File: config.mk
export PLATFORM = sky130hd
export DESIGN_NAME = if_stage
export DESIGN_NICKNAME = d
export VERILOG_FILES = /design/src/rtl/if_stage.sv
export SDC_FILE = /design/constraint.sdc
export NUM_CORES = 1
export LEC_CHECK = 0
export ABC_CLOCK_PERIOD_IN_PS = 10030
export BUFFER_PORTS_ARGS = -buffer_cell sky130_fd_sc_hd__buf_4
export CAP_MARGIN = 20
export CELL_PAD_IN_SITES_DETAIL_PLACEMENT = 1
export CELL_PAD_IN_SITES_GLOBAL_PLACEMENT = 2
export CORE_UTILIZATION = 38
export DETAILED_ROUTE_END_ITERATION = 10
export PLACE_DENSITY = 0.85
export RECOVER_POWER = 25
export SLEW_MARGIN = 20
export SYNTH_ARGS = -nofsm -noshare
export SYNTH_HDL_FRONTEND = slang
export SYNTH_SLANG_ARGS = --single-unit
File: constraint.sdc
create_clock -name clk -period 10.03 [get_ports clk]
set_input_delay 0 -clock clk [delete_from_list [all_inputs] [get_ports clk]]
set_output_delay 0 -clock clk [all_outputs]
set_load 0.1 [all_outputs]
File: src/rtl/if_stage.sv
// rtl/if_stage.sv - instruction fetch stage feeding the IF/ID pipeline register
//
// Purpose:
//   Holds the fetch PC and issues word reads to instruction memory over a
//   valid/ready request channel with a variable-latency response. At most one
//   request is outstanding at a time. Returned words are buffered in a small
//   fetch FIFO and then popped into the IF/ID register. The stage holds IF/ID
//   on an ID hazard, and flushes and redirects on a taken branch from EX.
//
// Optional feature (compile-time macro FETCH_BYPASS_EN):
//   When defined, a response that arrives while the FIFO is empty, with no
//   stall and no redirect, is written straight into IF/ID on the same edge.
//   When undefined, every response passes through the FIFO.
//
// Parameters:
//   RESET_PC    fetch PC loaded on reset
//   FBUF_DEPTH  fetch FIFO entries ({pc,inst}); power of 2, >= 2
//
// Ports:
//   clk               system clock, rising edge
//   rst               asynchronous active-high reset
//   id_hazard_flag    ID stall request: hold IF/ID, no pop
//   ex_take_branch    taken branch/jump redirect from EX
//   ex_target_pc      redirect target (bits [1:0] ignored)
//   imem_req_valid    fetch request valid
//   imem_req_ready    memory accepts request
//   imem_addr         word-aligned fetch address
//   imem_rsp_valid    response data valid (single-cycle pulse)
//   imem_rsp_data     returned instruction word
//   if_id_IR          instruction to ID
//   if_id_PC          PC of if_id_IR
//   if_id_valid_inst  if_id_IR is a real instruction

module if_stage #(
  parameter logic [31:0] RESET_PC   = 32'h0000_0000,
  parameter int          FBUF_DEPTH = 2
) (
  input  logic        clk,
  input  logic        rst,
  input  logic        id_hazard_flag,
  input  logic        ex_take_branch,
  input  logic [31:0] ex_target_pc,
  output logic        imem_req_valid,
  input  logic        imem_req_ready,
  output logic [31:0] imem_addr,
  input  logic        imem_rsp_valid,
  input  logic [31:0] imem_rsp_data,
  output logic [31:0] if_id_IR,
  output logic [31:0] if_id_PC,
  output logic        if_id_valid_inst
);

  localparam int          PTR_W = (FBUF_DEPTH > 1) ? $clog2(FBUF_DEPTH) : 1;
  localparam int          CNT_W = PTR_W + 1;
  localparam logic [31:0] NOP   = 32'h0000_0013;

`ifdef FETCH_BYPASS_EN
  localparam bit BYPASS_EN = 1'b1;
`else
  localparam bit BYPASS_EN = 1'b0;
`endif

  typedef enum logic [1:0] {
    S_REQ    = 2'd0,
    S_WAIT   = 2'd1,
    S_SQUASH = 2'd2
  } state_t;

  state_t             state_q, state_d;
  logic [31:0]        fetch_pc_q, fetch_pc_d;
  logic [31:0]        req_pc_q, req_pc_d;
  logic [PTR_W-1:0]   rd_ptr_q, rd_ptr_d;
  logic [PTR_W-1:0]   wr_ptr_q, wr_ptr_d;
  logic [CNT_W-1:0]   count_q, count_d;
  logic [31:0]        fifo_pc_q   [FBUF_DEPTH];
  logic [31:0]        fifo_pc_d   [FBUF_DEPTH];
  logic [31:0]        fifo_inst_q [FBUF_DEPTH];
  logic [31:0]        fifo_inst_d [FBUF_DEPTH];
  logic [31:0]        ir_q, ir_d;
  logic [31:0]        pc_q, pc_d;
  logic               valid_q, valid_d;

  logic               fifo_empty;
  logic               bypass;
  logic               push;
  logic               pop;

  always_comb begin
    state_d     = state_q;
    fetch_pc_d  = fetch_pc_q;
    req_pc_d    = req_pc_q;
    rd_ptr_d    = rd_ptr_q;
    wr_ptr_d    = wr_ptr_q;
    count_d     = count_q;
    fifo_pc_d   = fifo_pc_q;
    fifo_inst_d = fifo_inst_q;
    ir_d        = ir_q;
    pc_d        = pc_q;
    valid_d     = valid_q;

    // Gated by rst so no request is visible while reset is held.
    imem_req_valid = ~rst & (state_q == S_REQ) &
                     (count_q < CNT_W'(FBUF_DEPTH)) & ~ex_take_branch;
    imem_addr      = fetch_pc_q;

    fifo_empty = (count_q == '0);
    bypass     = BYPASS_EN & (state_q == S_WAIT) & imem_rsp_valid &
                 fifo_empty & ~id_hazard_flag;
    push       = (state_q == S_WAIT) & imem_rsp_valid & ~bypass;
    pop        = ~id_hazard_flag & ~fifo_empty;

    if (ex_take_branch) begin
      count_d    = '0;
      rd_ptr_d   = '0;
      wr_ptr_d   = '0;
      ir_d       = NOP;
      valid_d    = 1'b0;
      fetch_pc_d = ex_target_pc & 32'hFFFF_FFFC;
      // A response landing on the redirect edge retires the outstanding
      // request (data dropped); otherwise wait in SQUASH for the stale word.
      if (state_q != S_REQ) begin
        state_d = imem_rsp_valid ? S_REQ : S_SQUASH;
      end
    end else begin
      unique case (state_q)
        S_REQ: begin
          if (imem_req_valid && imem_req_ready) begin
            req_pc_d = fetch_pc_q;
            state_d  = S_WAIT;
          end
        end
        S_WAIT: begin
          if (imem_rsp_valid) begin
            fetch_pc_d = fetch_pc_q + 32'd4;
            state_d    = S_REQ;
          end
        end
        S_SQUASH: begin
          if (imem_rsp_valid) begin
            state_d = S_REQ;
          end
        end
        default: state_d = S_REQ;
      endcase

      if (bypass) begin
        ir_d    = imem_rsp_data;
        pc_d    = req_pc_q;
        valid_d = 1'b1;
      end else if (id_hazard_flag) begin
        ir_d    = ir_q;
      end else if (pop) begin
        // Head is read before this edge's push lands.
        ir_d    = fifo_inst_q[rd_ptr_q];
        pc_d    = fifo_pc_q[rd_ptr_q];
        valid_d = 1'b1;
      end else begin
        ir_d    = NOP;
        valid_d = 1'b0;
      end

      if (push) begin
        fifo_pc_d[wr_ptr_q]   = req_pc_q;
        fifo_inst_d[wr_ptr_q] = imem_rsp_data;
        wr_ptr_d              = wr_ptr_q + PTR_W'(1);
      end
      if (pop) begin
        rd_ptr_d = rd_ptr_q + PTR_W'(1);
      end
      count_d = count_q + CNT_W'(push) - CNT_W'(pop);
    end
  end

  always_ff @(posedge clk or posedge rst) begin
    if (rst) begin
      state_q    <= S_REQ;
      fetch_pc_q <= RESET_PC;
      req_pc_q   <= RESET_PC;
      rd_ptr_q   <= '0;
      wr_ptr_q   <= '0;
      count_q    <= '0;
      for (int i = 0; i < FBUF_DEPTH; i++) begin
        fifo_pc_q[i]   <= '0;
        fifo_inst_q[i] <= '0;
      end
      ir_q       <= NOP;
      pc_q       <= '0;
      valid_q    <= 1'b0;
    end else begin
      state_q     <= state_d;
      fetch_pc_q  <= fetch_pc_d;
      req_pc_q    <= req_pc_d;
      rd_ptr_q    <= rd_ptr_d;
      wr_ptr_q    <= wr_ptr_d;
      count_q     <= count_d;
      fifo_pc_q   <= fifo_pc_d;
      fifo_inst_q <= fifo_inst_d;
      ir_q        <= ir_d;
      pc_q        <= pc_d;
      valid_q     <= valid_d;
    end
  end

  assign if_id_IR         = ir_q;
  assign if_id_PC         = pc_q;
  assign if_id_valid_inst = valid_q;

endmodule

# Word level (Yosys, flattened, before mapping)
# Index checks and enable logic that the tools add are counted.
# Widths: inputs -> output; s select.
word_totals:
  mem_bits_ro: 0
  mem_bits_rw: 0
  latch_bits: 0
  mem_count: 0
  reg_bits: 263
  elab_cells: 84
op_classes:
  shifts: 0
  n_reduce_logical: 15
  add_sub_neg: 5
  multipliers: 0
  n_mux: 30
  eq_ne: 6
  n_lt_le_gt_ge: 4
  div: 0
  bitwise: 11
ops:
  columns: ["operator", "n"]
  rows:
  - ["$mux 32", 13]
  - ["$bwmux 64", 2]
  - ["$add 32x3->32 const B", 1]
  - ["$demux 32 s1", 1]
  - ["$mux 2", 6]
  - ["$reduce_bool 2->1", 5]
  - ["$reduce_and 3->1", 3]
  - ["$mux 1", 7]
  - ["$and 1x1->1", 5]
  - ["$ge 2x2->1 const B", 2]
  - ["$logic_not 2->1", 2]
  - ["$ne 2x1->1 const B", 2]
  - ["$not 1->1", 4]
  - ["$not 1->2", 2]
  - ["$pmux 2 s2", 1]
  - ["$reduce_and 2->1", 2]
  - ["$ne 3x1->1 const B", 1]
  - ["$ne 3x2->1 const B", 1]
  - ["$add 1x1->1 const B", 2]
  - ["$add 2x1->2", 1]
  - ["$eq 2x1->1 const B", 1]
  - ["$eq 2x2->1 const B", 1]
  - ["$logic_and 1x1->1", 2]
  - ["$lt 2x1->1 const B", 1]
  - ["other kinds (3)", 3]

# Depth between registers and ports, before layout
# Gate-level depths: netlist (run 1).
logic_depth:
  depth_word: 8
  mapped_depth: 10
  ltp_nobuf: 9

# Least setup slack after synthesis (run 1)
# Ideal clock, no wire load.
synth_path:
  kind: "reg-to-reg"
  start: "register state_q[0]"
  end: "register req_pc_q[9]"
  path_slack_ns: 4.516
  stages_incl_launch_ff: 7
  n_path_buf: 1
  period_less_slack_ns: 5.514
  arrival_ns: 5.389
  t_required_ns: 9.904
  path_cell_list: "dfrtp_1 inv_1 ha_1 nor4b_1 nand2_1 clkbuf_1 mux2_2"
synth_between:
  elab_chain_cells: 6
synth_lines:
  columns: ["item", "line_no", "source"]
  rows:
  - ["from (decl)", "69", "state_t state_q, state_d;"]
  - ["from (signal assigned)", "190", "state_q <= state_d;"]
  - ["$logic_not 2->1", "102", "imem_req_valid = ~rst & (state_q == S_REQ) &"]
  - ["$and 1x1->1 (2 in series)", "102", null]
  - ["$and 1x1->1", "103", "(count_q < CNT_W'(FBUF_DEPTH)) & ~ex_take_branch;"]
  - ["net imem_req_valid", "43", "output logic imem_req_valid,"]
  - ["$logic_and 1x1->1", "127", "if (imem_req_valid && imem_req_ready) begin"]
  - ["$reduce_and 3->1 (no line)", null, null]
  - ["to (signal assigned)", "192", "req_pc_q <= req_pc_d;"]
  - ["to (decl)", "71", "logic [31:0] req_pc_q, req_pc_d;"]
# The timed path passes the listed nets, and every way through them passes these cells.
# A chain may end at the register's enable or synchronous reset.

==> metrics.cfg, run 1 <==
[outcome]
status=complete, but fails checks
violations=max-capacitance violations, max-slew violations

[synth]
synthAdderAreaFrac_pct=0.587
synth_ff_type=dfrtp_1
synth_warnings=0
synthMuxAreaShare_pct=21.9
synth_compound_area_share_pct=5.98
synthCells=852
netlist_area_sq_mm=0.0107
synth_area_per_cell_sq_um=12.5
yosys.area_share.simple_pct=8.37
synth_edf_count=0
synth.distinct_cells=41
ys_seq_area_share_pct=59.5
synth_top_family_by_area=multiplexers
synthXorXnorAreaFrac_pct=1.32
ys_ff_latch=253
ys_async_sr_fraction_pct=100

[pwr]
power.density_mw_per_mm2=285
vdd_drop_max_uv=171
seqPwrFrac_pct=39.2
intPower_w=0.00236
swShare_pct=40.2
p_leak_nw=6.18
p_comb_share_pct=35.3
p_clk_share_pct=25.5
p_sw_w=0.00159

[timing]
slew_viol_final=102
setup_tns_ns=0
setup_slack_ns=5.47
rsz0062_at_grt=no
hold_viol_final=0
finalCritPeriodShare_pct=45.4
max_freq_mhz=219
finalClockSkew_ns=0.0101
worst_pin_slew_ns=4.64
fin_crit_ns=4.56
slew_headroom_pct=-211
setup_violations=0

[critical_path]
critPathMaxFanout=101
critPathLaunchType=input pin
endpoint_kind=asynchronous set/reset pin
cpPeakStageDelay_ns=2.58
worstPathCellList=dlygate4sd3_1 > clkbuf_1 > clkinvlp_2 > buf_4 > buf_6
critical_path_arrival_ns=5.06
critPathKind=input pin to asynchronous set/reset pin
critical-path-slowest-cell=clkinvlp_2
critPathRequiredTime_ns=10.53

[route]
wl_per_cell_um=18.6
vias=7657
firstDrtPassIters=4
drt-total-wl_mm=27.6
drt_iter0_drc=417
via_per_inst=5.14
ant_nets=0
drcViolationCount=0

[cts]
cts_resized=0
clock_path_buffers=3
post_cts_buffers=0
clock_latency_ns=0.54
cts_buffers=28
cts-htree-levels=1
tritoncts=built
cts.sinks=253
clk_pin_slew_worst_paths_ns=0.06
ctsRootBufferMaster=clkbuf_16

[grt]
grt_pass1_vias=8341
grtUsageTotal_pct=19.7
grt_max_degree=102
overflow=0
grt_pass1_wl_mm=44.9
antenna_found_initial=0

[layout]
nFillCells=2850
multi_input_area_sq_mm=0.00410
layout-drive-gt1-share_pct=29.1
diodes=0
finalNonFillerCells=1489
area_growth_pct=30.1
regArea_sq_mm=0.00634
layout.nets=1171

[placed_design]
port_buffers=161
dpl.hpwl_mm=16.7
dpl_worst_slack_ns=7.17
gp_congestion=0.799
place_inst=1347

[floorplan]
core_sq_mm=0.0273
ios=168
initial_utilization_pct=39.1
rows=60
die_width_um=169
die_y_um=169
die-area_sq_mm=0.0287

[job]
cap_violations=1

[worst_hold_path]
hold_path.class=input pin to flop

==> cells by family after synthesis <==
group	count (synthesis)
flip-flops	253
AND/OR/NAND/NOR	187
AO/OA/AOI/OAI	115
multiplexers	214
XOR/XNOR	16
other	1
buffers and inverters	61
adder cells (fa/ha/maj)	5
==> flip-flops by register name, indices dropped and copies added (netlist names) <==
| name | cells |
|---|---|
| count_q | 2 |
| imem_addr | 30 |
| rd_ptr_q | 1 |
| fifo_inst_q | 64 |
| req_pc_q | 30 |
| if_id_IR | 32 |
| wr_ptr_q | 1 |
| fifo_pc_q | 60 |
| if_id_PC | 30 |
| if_id_valid_inst | 1 |
| state_q | 2 |
==> Yosys cell counts (8+ instances only) <==
cell type,instances,area share [%]
dfrtp_1,250,59
mux2_2,151,16
nand2_1,65,2.3
mux2i_1,63,5.9
o21ai_0,53,2.5
nor2_1,51,1.8
a21oi_1,34,1.6
clkbuf_1,34,1.2
nand3_1,18,0.85
or4_1,13,0.92
a31oi_1,11,0.65
inv_1,10,0.35
nand4_1,9,0.53
xor2_1,9,0.74
buf_2,8,0.38
o31ai_1,8,0.56
==> critical path, delay by kind of cell <==
family / cells / cell delay [ns]
buffers and inverters: 5 / 5.00
==> layer usage <==
layer	GRT usage, %	part of all wire (%)	vias up	wire (um)
met1	25.4	45	3912	12300
met2	33.6	48	194	13400
met3	3.89	5.2	40	1430
met4	5.25	1.8	0	493
met5	0	0	-	0
li1	-	-	3511	-
==> power by group through the flow <==
stage                     Clock, W  Combinational [W]  Sequential (W)
after floorplan                  0           0.000513         0.00211
after global placement           0            0.00138         0.00155
after detailed placement         0            0.00141         0.00157
after CTS                  0.00104            0.00145         0.00155
after global routing       0.00107            0.00148         0.00159
final                      0.00101            0.00139         0.00155
==> placed cells by master, fill, tap and decap left out, types with 29 or more instances in the layout <==
cell,netlist,routed
nand2_1,65,64
nor2_1,51,50
dlygate4sd3_1,0,91
mux2_2,151,151
clkbuf_16,0,29
dfrtp_1,250,249
mux2i_1,63,63
a21oi_1,34,34
clkbuf_1,34,60
buf_4,4,120
o21ai_0,53,53
==> stage by stage <==
stage / hold slack, ns / utilization (%) / total power, W / area, sq um
finish: 0.112 / 50.9 / 0.00395 / 13900
global route: 0.140 / 50.9 / 0.00415 / 13900
CTS: 0.0951 / 51.5 / 0.00404 / 14000
detailed placement: 0.202 / 44.9 / 0.00298 / 12200
global placement: 0.197 / 44.9 / 0.00293 / 12200
floorplan: 0.120 / - / 0.00262 / 10700
==> layout make-up <==
cell class / instances / area share (%)
sequential: 253 / 45.7
multi-input combinational: 541 / 29.6
clock inverter: 5 / 0.361
timing repair buffer: 262 / 14.5
tap: 372 / 3.36
inverter: 10 / 0.280
clock buffer: 46 / 6.20
==> repair_timing <==
item                       CTS  global route
hold endpoints to repair   203             0
setup endpoints to repair    0             0
hold buffers                91             0
==> worst paths after layout <==
check,endpoint,slack (ns),cells past startpoint,from
worst max-delay path,rd_ptr_q,5.47,5,rst
worst min-delay path,req_pc_q[23],0.11,5,imem_req_ready
worst max register to register,imem_addr[28],7.52,5,imem_addr[5]
worst min register to register,if_id_IR[5],0.48,2,if_id_IR[5]
max in group clk,imem_addr[28],7.52,5,imem_addr[5]
min in group asynchronous,imem_addr[24],1.47,3,rst
Note: power is estimated with default switching activity, not from simulation.
==> run 2, diff against run 1 <==
--- a/config.mk
+++ b/config.mk
@@ -5,7 +5,7 @@
 export SDC_FILE = /design/constraint.sdc
 export NUM_CORES = 1
 export LEC_CHECK = 0
-export ABC_CLOCK_PERIOD_IN_PS = 10030
+export ABC_CLOCK_PERIOD_IN_PS = 4530
 export BUFFER_PORTS_ARGS = -buffer_cell sky130_fd_sc_hd__buf_4
 export CAP_MARGIN = 20
 export CELL_PAD_IN_SITES_DETAIL_PLACEMENT = 1
==> constraint.sdc (replaced) <==
create_clock -name clk -period 4.53 [get_ports clk]
set_input_delay 0 -clock clk [delete_from_list [all_inputs] [get_ports clk]]
set_output_delay 0 -clock clk [all_outputs]
set_load 0.1 [all_outputs]
==> run 2 against run 1 <==
Net effect:
- the run still ends with max-capacitance violations, max-slew violations left
- die area is the same
- combinational power up 120%
- critical path depth did not move
- sequential power increased by 120%
- worst hold slack improved by 0.12 ns
- routed wire length decreased by 4.3%
- sequential share of layout area is essentially flat
- register-to-register slack worse by 5.6 ns
- core utilization about the same
- flip-flop and latch count unchanged
- via count is 1.3% lower
- global-route usage fell by 0.80 points
- critical path type unchanged
- largest cell class unchanged
==> metrics.cfg, run 2 (same netlist as run 1, synthesis figures left out) <==
[outcome]
status=complete, but fails checks
violations=max-capacitance violations, max-slew violations

[critical_path]
critPathLaunchType=input pin
critPathMaxFanout=156
r2r_slack_ns=1.89
r2r-start=state_q[0]
rr_endpoint=state_q[0]
critical_path_arrival_ns=3.48
endpoint_kind=asynchronous set/reset pin
critPathKind=input pin to asynchronous set/reset pin
critPathRequiredTime_ns=5.01
reg2regPathDepth=7

[cts]
ctsRootBufferMaster=clkbuf_16
cts.sinks=253
cts-htree-levels=1
post_cts_buffers=0
cts_buffers=27
clock_path_buffers=3
clk_pin_slew_worst_paths_ns=0.06
cts_resized=0
clock_latency_ns=0.53
tritoncts=built
postCtsHoldBufs=89

[timing]
finalCritPeriodShare_pct=66.3
max_freq_mhz=333
setup_slack_ns=1.53
worst_pin_slew_ns=2.75
slew_viol_final=99
setup_tns_ns=0
slew_headroom_pct=-83.2
rsz0062_at_grt=no
fin_crit_ns=3.00
finalClockSkew_ns=0.0135
setup_violations=0
hold_viol_final=0

[pwr]
p_comb_share_pct=34.3
swShare_pct=39.6
intPower_w=0.00531
p_clk_share_pct=26.6
p_sw_w=0.00349
seqPwrFrac_pct=39.1
p_leak_nw=6.17
power.density_mw_per_mm2=635
vdd_drop_max_uv=330

[floorplan]
initial_utilization_pct=39.1
ios=168
core_sq_mm=0.0273
rows=60
die-area_sq_mm=0.0287
die_y_um=169
die_width_um=169

[route]
drt-total-wl_mm=26.4
firstDrtPassIters=4
wl_per_cell_um=17.8
via_per_inst=5.09
ant_nets=0
drt_iter0_drc=324
drcViolationCount=0
vias=7561

[grt]
grt_max_degree=157
grt_pass1_vias=8200
antenna_found_initial=0
overflow=0
grtUsageTotal_pct=18.9
grt_pass1_wl_mm=43.3

[placed_design]
port_buffers=161
gp_congestion=0.798
placed_area_sq_mm=0.0122
dpl.hpwl_mm=16.3
dpl_worst_slack_ns=1.87

[job]
cap_violations=2

[layout]
area_growth_pct=30.1
final_common_cell=dfrtp_1
largest_reg_flops=64
layout.nets=1167
utilization_pct=50.9
final_cell_area_sq_mm=0.0139
nFillCells=2868
final_cell_mix=249 x dfrtp_1, 151 x mux2_2, 113 x buf_4, 89 x dlygate4sd3_1, 65 x nand2_1
top_register=fifo_inst_q
diodes=0
layout-drive-gt1-share_pct=28.8

[worst_hold_path]
hold_path.class=input pin to flop
whs_path_depth=3
worstHoldEndpoint=imem_addr[15]
holdCritStartpoint=ex_target_pc[15]

## run 2: final cells by class
| class | instances | area [sq um] | share of cell area [%] |
|---|---|---|---|
| Multi-Input combinational cell | 541 | 4100 | 29.6 |
| Clock inverter | 13 | 199 | 1.43 |
| Timing Repair Buffer | 259 | 1970 | 14.2 |
| Clock buffer | 37 | 753 | 5.43 |
| Tap cell | 372 | 465 | 3.36 |
| Sequential cell | 253 | 6340 | 45.7 |
| Inverter | 10 | 41.3 | 0.298 |
## run 2: per-layer routing
metal	track usage (%)	wire length (um)
met1	24.7	11600
met2	32.6	12900
met3	3.08	1410
met4	4.54	483
met5	0	0
## run 2: how the worst max path moves through the flow
stage / start / endpoint / slack, ns / cells past startpoint
3_3_place_gp: ex_take_branch / fifo_inst_q[2] / 1.88 / 5
2_1_floorplan: state_q[0] / req_pc_q[9] / 0.81 / 6
6_report: rst / rd_ptr_q / 1.53 / 5
4_1_cts: state_q[0] / state_q[0] / 1.88 / 7
5_1_grt: rst / rd_ptr_q / 0.92 / 5
3_5_place_dp: ex_take_branch / fifo_inst_q[22] / 1.87 / 5
## run 2: worst max-delay path, stage by stage
cell and delay (ns):
dlygate4sd3_1 0.54, clkbuf_1 0.17, clkinvlp_4 0.10, clkbuf_1 1.94
buf_12 0.68
## run 2: power groups by stage
stage	logic [W]	registers, W	clock network (W)
6_report	0.00302	0.00344	0.00234
5_1_grt	0.00321	0.00355	0.00249
4_1_cts	0.00317	0.00346	0.00242
3_5_place_dp	0.00308	0.00349	0
3_3_place_gp	0.00302	0.00345	0
2_1_floorplan	0.00114	0.00467	0
## run 2: metrics by stage
step	instances	power, W	hold slack (ns)
after global placement	1346	0.00647	0.214
after global routing	1485	0.00925	0.240
after detailed placement	1346	0.00658	0.220
final	1485	0.00880	0.236
after CTS	1485	0.00904	0.207
after floorplan	855	0.00580	0.120
==> run 3, diff against run 2 <==
--- a/config.mk
+++ b/config.mk
@@ -5,7 +5,7 @@
 export SDC_FILE = /design/constraint.sdc
 export NUM_CORES = 1
 export LEC_CHECK = 0
-export ABC_CLOCK_PERIOD_IN_PS = 4530
+export ABC_CLOCK_PERIOD_IN_PS = 2800
 export BUFFER_PORTS_ARGS = -buffer_cell sky130_fd_sc_hd__buf_4
 export CAP_MARGIN = 20
 export CELL_PAD_IN_SITES_DETAIL_PLACEMENT = 1
==> constraint.sdc (replaced) <==
create_clock -name clk -period 2.8 [get_ports clk]
set_input_delay 0 -clock clk [delete_from_list [all_inputs] [get_ports clk]]
set_output_delay 0 -clock clk [all_outputs]
set_load 0.1 [all_outputs]
==> run 3 against run 2 <==
Net effect:
- the flow still finishes with violations (max-capacitance violations, max-slew violations)
- core utilization up 1.1 points
- global-route usage up 1.0 points
- sequential power up 61%
- sequential share of layout area down 0.93 points
- die area unchanged
- final area up 2.1%
- flip-flop and latch count unchanged
- combinational power up 72%
- via count up 0.67%
- largest power group unchanged
==> metrics.cfg, run 3 (same netlist as run 1, synthesis figures left out) <==
[outcome]
status=complete, but fails checks
violations=max-capacitance violations, max-slew violations

[critical_path]
critPathMaxFanout=13
worst-path-buf-inv=0
endpoint_kind=flop
critPathKind=flop to flop
critical-path-slowest-cell=or4_1
cpPeakStageDelay_ns=0.75
worstPathCellList=nand3_1 > or4_1 > or4_1 > nand3_1
critPathLaunchType=flop
cp_top_family=simple AND/OR/NAND/NOR gates
critPathRequiredTime_ns=3.27
critical_path_arrival_ns=2.74

[route]
drcViolationCount=0
ant_nets=0
drt-total-wl_mm=27.5
wl_per_cell_um=18.4
drt_iter0_drc=361
vias=7612
firstDrtPassIters=4
via_per_inst=5.11

[floorplan]
initial_utilization_pct=39.1
core_sq_mm=0.0273
die_width_um=169
die_y_um=169
rows=60
ios=168
die-area_sq_mm=0.0287

[grt]
grtUsageTotal_pct=19.9
grt_pass1_vias=8388
grt_max_degree=176
overflow=0
antenna_found_initial=0
grt_pass1_wl_mm=45.4

[job]
cap_violations=2

[placed_design]
dpl.hpwl_mm=16.8
port_buffers=161
dpl_worst_slack_ns=0.562
gp_congestion=0.799

[cts]
tritoncts=built
cts_resized=0
clk_pin_slew_worst_paths_ns=0.06
cts-htree-levels=1
ctsRootBufferMaster=clkbuf_16
clock_latency_ns=0.54
clock_path_buffers=3
cts_buffers=29
cts.sinks=253

[layout]
final_cell_mix=249 x dfrtp_1, 170 x buf_4, 151 x mux2_2, 84 x dlygate4sd3_1, 64 x nand2_1
nFillCells=2811
layout.nets=1172
top_register=fifo_inst_q
largest_reg_flops=64
layout-drive-gt1-share_pct=34.2
diodes=0
utilization_pct=51.9
final_common_cell=dfrtp_1
area_growth_pct=32.8

[worst_hold_path]
hold_path.class=input pin to flop

[timing]
hold_viol_final=0
slew_viol_final=208
max_freq_mhz=441
setup_violations=0
rsz0062_at_grt=no
finalClockSkew_ns=0.0104
worst_pin_slew_ns=1.83
slew_headroom_pct=-21.8
setup_slack_ns=0.533
fin_crit_ns=2.27
finalCritPeriodShare_pct=81.0

[pwr]
vdd_drop_max_uv=467
power.density_mw_per_mm2=1030
p_leak_nw=6.43

-- run 3: power breakdown --
group	leakage, nW	total, W	internal [W]	switching [W]
Combinational	2.71	0.00520	0.00170	0.00350
Sequential	3.25	0.00555	0.00478	0.000775
Clock	0.474	0.00377	0.00230	0.00147
-- run 3: final timing paths --
| check | start | endpoint | slack [ns] | cells past startpoint |
|---|---|---|---|---|
| max | imem_addr[4] | imem_addr[22] | 0.53 | 4 |
| min | imem_req_ready | req_pc_q[23] | 0.1 | 4 |
| max reg2reg | imem_addr[4] | imem_addr[22] | 0.53 | 4 |
| min reg2reg | if_id_IR[22] | if_id_IR[22] | 0.48 | 2 |
| max in group asynchronous | rst | rd_ptr_q | 0.78 | 4 |
| min in group asynchronous | rst | imem_addr[4] | 0.61 | 4 |
-- run 3: per-layer routing --
metal  vias up  share of wire, %  global-route usage [%]
met3        37               4.8                    3.36
met4         0               1.4                    3.84
met2       191                48                    33.9
met1      3867                45                    26.7
met5         -                 0                       0
li1       3517                 -                       -
-- run 3: layout make-up --
type / instances / area (sq um) / area share (%)
multi-input cells: 541 / 4110 / 29.0
well taps: 372 / 465 / 3.29
inverters: 10 / 38.8 / 0.274
clock buffers: 46 / 870 / 6.14
clock inverters: 7 / 88.8 / 0.628
flip-flops and latches: 253 / 6340 / 44.8
repair buffers: 262 / 2240 / 15.8
-- run 3: what timing repair did --
action / in CTS / in global routing
hold buffers: 84 / 0
buffers inserted: 0 / 0
hold endpoints to repair: 353 / 0
-- run 3: stage by stage --
step | power, W | setup TNS (ns) | hold slack (ns) | std cells | cell area, sq um
2_1_floorplan | 0.00940 | -131.80 | 0.118 | 855 | 10700
3_3_place_gp | 0.0105 | 0 | 0.212 | 1353 | 12300
3_5_place_dp | 0.0107 | 0 | 0.218 | 1353 | 12300
4_1_cts | 0.0147 | 0 | 0.0815 | 1490 | 14100
5_1_grt | 0.0153 | 0 | 0.141 | 1491 | 14200
6_report | 0.0145 | 0 | 0.0964 | 1491 | 14200
-- run 3: worst min-delay path, stage by stage --
cell and delay (ns):
buf_4 0.08, nand2_2 0.27, nand2_1 0.16, o21ai_0 0.07
